## src/rtl/rat_io_pkg.sv

```systemverilog
// RAT wrapper I/O map: port IDs shared by the wrapper muxes
// and the interrupt controller, plus the controller FSM states.
package rat_io_pkg;

  localparam logic [7:0] SWITCHES_ID = 8'h20;
  localparam logic [7:0] LEDS_ID     = 8'h40;
  localparam logic [7:0] MASK_ID     = 8'h60;
  localparam logic [7:0] STATUS_ID   = 8'h61;
  localparam logic [7:0] VECTOR_ID   = 8'h62;
  localparam logic [7:0] CLEAR_ID    = 8'h63;

  typedef enum logic [1:0] {
    IDLE    = 2'd0,
    ASSERT  = 2'd1,
    HOLDOFF = 2'd2
  } intr_state_t;

endpackage

```

## src/rtl/irq_edge_sync.sv

```systemverilog
// Per-bit 2-FF synchroniser, history flop and rising-edge pulse.
// Ports: CLK, RESET (async high), IRQ raw in, RISE one-cycle pulses.
module irq_edge_sync #(
  parameter int W = 4
) (
  input  logic         CLK,
  input  logic         RESET,
  input  logic [W-1:0] IRQ,
  output logic [W-1:0] RISE
);

  logic [W-1:0] sync1;
  logic [W-1:0] sync2;
  logic [W-1:0] hist;

  always_ff @(posedge CLK or posedge RESET) begin
    if (RESET) begin
      sync1 <= '0;
      sync2 <= '0;
      hist  <= '0;
    end else begin
      sync1 <= IRQ;
      sync2 <= sync1;
      hist  <= sync2;
    end
  end

  assign RISE = sync2 & ~hist;

endmodule

```

## src/rtl/rat_intr_ctrl.sv

```systemverilog
// Port-mapped interrupt controller sharing the RAT MCU INTV input.
// Ports: CLK, RESET (async high), IRQ sources, PORT_ID/OUT_PORT/IO_STRB
// write bus, RD_DATA/RD_HIT to the input-port mux, INTV to the MCU.
module rat_intr_ctrl
  import rat_io_pkg::intr_state_t;
  import rat_io_pkg::IDLE;
  import rat_io_pkg::ASSERT;
  import rat_io_pkg::HOLDOFF;
#(
  parameter int         N_SRC       = 4,
  parameter logic [7:0] MASK_ID     = rat_io_pkg::MASK_ID,
  parameter logic [7:0] STATUS_ID   = rat_io_pkg::STATUS_ID,
  parameter logic [7:0] VECTOR_ID   = rat_io_pkg::VECTOR_ID,
  parameter logic [7:0] CLEAR_ID    = rat_io_pkg::CLEAR_ID,
  parameter int         HOLDOFF_CYC = 8
) (
  input  logic             CLK,
  input  logic             RESET,
  input  logic [N_SRC-1:0] IRQ,
  input  logic [7:0]       PORT_ID,
  input  logic [7:0]       OUT_PORT,
  input  logic             IO_STRB,
  output logic [7:0]       RD_DATA,
  output logic             RD_HIT,
  output logic             INTV
);

  localparam logic [7:0] CNT_LOAD = 8'(HOLDOFF_CYC - 1);

  logic [N_SRC-1:0] rise;
  logic [N_SRC-1:0] pend;
  logic [N_SRC-1:0] mask;
  logic [N_SRC-1:0] act;
  logic [N_SRC-1:0] clr_bits;
  logic             wr_mask;
  logic             wr_clr;
  logic             req;
  logic [2:0]       vec_idx;
  logic [7:0]       cnt;
  logic [7:0]       cnt_nxt;
  intr_state_t      state;
  intr_state_t      state_nxt;
  logic             unused_out;

  assign unused_out = ^OUT_PORT;

  irq_edge_sync #(
    .W(N_SRC)
  ) u_sync (
    .CLK  (CLK),
    .RESET(RESET),
    .IRQ  (IRQ),
    .RISE (rise)
  );

  assign wr_mask  = IO_STRB && (PORT_ID == MASK_ID);
  assign wr_clr   = IO_STRB && (PORT_ID == CLEAR_ID);
  assign clr_bits = wr_clr ? OUT_PORT[N_SRC-1:0] : '0;
  assign act      = pend & mask;
  assign req      = |act;

  // A new edge on the same cycle as its clear keeps the bit set.
  always_ff @(posedge CLK or posedge RESET) begin
    if (RESET) begin
      pend <= '0;
      mask <= '0;
    end else begin
      pend <= (pend & ~clr_bits) | rise;
      if (wr_mask)
        mask <= OUT_PORT[N_SRC-1:0];
    end
  end

  always_comb begin
    vec_idx = '0;
    for (int i = N_SRC - 1; i >= 0; i--)
      if (act[i])
        vec_idx = 3'(i);
  end

  always_comb begin
    RD_DATA = '0;
    RD_HIT  = 1'b0;
    unique case (1'b1)
      (PORT_ID == MASK_ID): begin
        RD_DATA[N_SRC-1:0] = mask;
        RD_HIT = 1'b1;
      end
      (PORT_ID == STATUS_ID): begin
        RD_DATA[N_SRC-1:0] = pend;
        RD_HIT = 1'b1;
      end
      (PORT_ID == VECTOR_ID): begin
        if (req)
          RD_DATA = {1'b1, 4'b0, vec_idx};
        RD_HIT = 1'b1;
      end
      default: ;
    endcase
  end

  // The acknowledge only starts a holdoff while INTV is up;
  // later clears during holdoff leave the counter alone.
  always_comb begin
    state_nxt = state;
    cnt_nxt   = cnt;
    unique case (state)
      IDLE:
        if (req)
          state_nxt = ASSERT;
      ASSERT:
        if (wr_clr) begin
          state_nxt = HOLDOFF;
          cnt_nxt   = CNT_LOAD;
        end else if (!req) begin
          state_nxt = IDLE;
        end
      HOLDOFF:
        if (cnt == 8'd0)
          state_nxt = IDLE;
        else
          cnt_nxt = cnt - 8'd1;
      default:
        state_nxt = IDLE;
    endcase
  end

  always_ff @(posedge CLK or posedge RESET) begin
    if (RESET) begin
      state <= IDLE;
      cnt   <= '0;
      INTV  <= 1'b0;
    end else begin
      state <= state_nxt;
      cnt   <= cnt_nxt;
      INTV  <= (state_nxt == ASSERT);
    end
  end

endmodule
```

## config.mk

```make
export PLATFORM = sky130hd
export DESIGN_NAME = rat_intr_ctrl
export DESIGN_NICKNAME = d
export VERILOG_FILES = /design/src/rtl/rat_io_pkg.sv /design/src/rtl/irq_edge_sync.sv /design/src/rtl/rat_intr_ctrl.sv
export SDC_FILE = /design/constraint.sdc
export NUM_CORES = 1
export LEC_CHECK = 0
export ABC_AREA = 1
export CAP_MARGIN = 5
export CORE_ASPECT_RATIO = 0.6
export CORE_MARGIN = 3
export CORE_UTILIZATION = 55
export CTS_CLUSTER_SIZE = 16
export DETAILED_ROUTE_END_ITERATION = 16
export DONT_BUFFER_PORTS = 1
export PLACE_DENSITY = 0.79
export SLEW_MARGIN = 40
export SYNTH_ARGS = -nofsm -noshare
export SYNTH_HDL_FRONTEND = slang
export SYNTH_SLANG_ARGS = --single-unit
```

## constraint.sdc

```tcl
create_clock -name CLK -period 4.35 [get_ports CLK]
set_clock_uncertainty 0.2 [all_clocks]
set_input_delay 0 -clock CLK [delete_from_list [all_inputs] [get_ports CLK]]
set_output_delay 0 -clock CLK [all_outputs]
set_load 0.03 [all_outputs]
```

==> results.toml <==
[run_status]
outcome = "complete, no violations"

[yosys]
synthMostInstantiatedCell = "nand2_1"
synth_top_area_share_pct = 50.4
synth_seq_area_share_pct = 50.4
synth_cell_type_count = 24
ys_async_sr_fraction_pct = 100
syn_inst = 185
ys_warn_count = 0
synth_area_per_cell_um2 = 8.31
syn_area_mm2 = 0.00154
synth_commonest_cells = "nand2_1 (55), dfrtp_1 (31), nand3_1 (27)"
synthTopCellsByArea = "dfrtp_1 (50%), nand2_1 (13%), nand3_1 (8.8%)"
synth-main-ff-cell = "dfrtp_1"
synth_top_area_cell = "dfrtp_1"
synth_edf_count = 0
synth_seq_cells = 31

[sta]
layout_setup_ws_ns = 1.78
min_period_over_period_pct = 59.1
setup_tns_ns = 0
fmax_mhz = 389
hold_ws_ns = 0.0210
period_needed_ns = 2.57
slew_headroom_pct = 58.8
setup_viol = 0
final_max_slew_viol_count = 0
final-hold-violation-count = 0
rsz0062_at_grt = "false"
worst_slew_pin_slew_ns = 0.618

[worst_setup_path]
required_ns = 4.37
critPathKind = "input port to flip-flop"
regToRegSetupSlack_ns = 2.67
start_kind = "input port"
worstPathMaxFanout = 8
crit_arrival_ns = 2.59
end_kind = "flip-flop"

[placement]
dp_hpwl_um = 2200
placed_area_mm2 = 0.00157
place_congestion = 0.901
portBuffers = 0
dp_slack_ns = 2.75

[power]
vdd_drop_max_uv = 301
power_leakage_nw = 1.02
power.density_mw_per_mm2 = 427

[clock_network]
clockBufferDepth = 2
cts_hold_buffers = 21
cts_max_level = 2
cts_sinks = 31
clkTransAtPathRegs_ns = 0.06
insertion_delay_ns = 0.29
ctsResizeCount = 0
cts_setup_buffers = 0
cts_tree = "done"
root_buffer = "clkbuf_8"
numCtsBuffers = 5

[global_routing]
grt_pass1_vias = 1250
grt_overflow = 0
antenna_found_initial = 0
grt_max_degree = 32
grt_pass1_wl_um = 5840
grt_use_total_pct = 23.5

[floorplanning]
ios = 33
die_x_um = 74.3
initial_utilization_pct = 59.7
die_height_um = 47.0
die_area_mm2 = 0.00349
std_cell_rows = 14
coreArea_mm2 = 0.00257

[routing]
via_per_inst = 5.51
drtAntennaViolNets = 0
drc_errors = 0
vias = 1356
drt_iter0_markers = 166
wl_per_cell_um = 14.3
routed_wl_um = 3510
firstDrtPassIters = 4

[cells_and_area]
seqCellArea_um2 = 776
multiInputGateArea_um2 = 671
final_nets = 238
diodes = 0
syn_to_final_growth_pct = 24.4
fin_area_mm2 = 0.00191
drive_gt1_share_pct = 9.81
fillerInstances = 177

[job]
max-cap-violations = 0

[min_path]
hp-class = "input port to output pin"
## area by class of cell
class	instances	share of cell area (%)
multi-input combinational	133	35.1
timing repair buffer	22	11.4
tap	32	2.09
clock inverter	2	3.14
inverter	20	3.99
clock buffer	6	3.79
sequential	31	40.5
## stage by stage
step / power [W] / std cells / utilization, %
after floorplan: 0.000446 / 187 / -
after global placement: 0.000461 / 217 / 61.0
after detailed placement: 0.000470 / 217 / 61.0
after CTS: 0.000815 / 246 / 74.3
after global routing: 0.000858 / 246 / 74.3
final: 0.000817 / 246 / 74.3
## power breakdown
group	internal, W	switching (W)	leakage (nW)
registers	0.000322	0.0000330	0.354
clock network	0.000229	0.000106	0.0654
logic	0.0000493	0.0000781	0.605
total	0.000600	0.000217	1.02
## registers in the layout, summed over array words and instances, names as in the netlist
name / flops
state: 2
mask: 4
u_sync.hist: 4
u_sync.sync2: 4
pend: 4
u_sync.sync1: 4
INTV: 1
cnt: 8
## cells by family after synthesis
kind of cell    Yosys count  share of synthesized area, %
simple gates            120                          38.0
flops                    31                          50.4
fa+ha+maj                 2                          1.63
xor+xnor                  2                          1.14
other cells               1                         0.244
buf+inv                  23                          6.43
compound gates            6                          2.12
## metal layers
metal	wire, um	part of all wire, %	vias to the layer above	GRT usage (%)
met3	258	7.3	6	7.48
met5	0	0	-	0
met2	1690	48	63	39.4
met4	40	1.1	0	6.03
li1	-	-	640	-
met1	1530	43	647	30.6
## critical path, cell delays in order
cell and delay [ns]:
dlygate4sd3_1 0.59, nand2_4 0.05, dlygate4sd3_1 0.63, nor2_8 0.10, dlygate4sd3_1 0.74, nand3b_4 0.19
nand2_4 0.14, nand2_1 0.08, nand2_1 0.06
## path summary, 6_finish.rpt
| path | startpoint | to | depth (start not counted) |
|---|---|---|---|
| max in group asynchronous | RESET | state[1] | 2 |
| worst min register to register | u_sync.sync1[3] | u_sync.sync2[3] | 0 |
| worst min-delay path | PORT_ID[2] | RD_HIT | 3 |
| worst max-delay path | IO_STRB | cnt[5] | 9 |
| worst max register to register | cnt[0] | cnt[5] | 9 |
| min in group asynchronous | RESET | u_sync.sync1[2] | 2 |
## cells in the final DEF (no fill, tap or decap), types with 3 or more instances in the layout
cell / instances
nand4_1: 7
nor2_1: 18
inv_1: 18
conb_1: 3
dfrtp_1: 31
o21ai_0: 4
clkbuf_8: 5
nand2_4: 3
dlygate4sd3_1: 21
nand2_1: 55
nand3_1: 27
No activity file was read; power rests on OpenSTA's default activity.
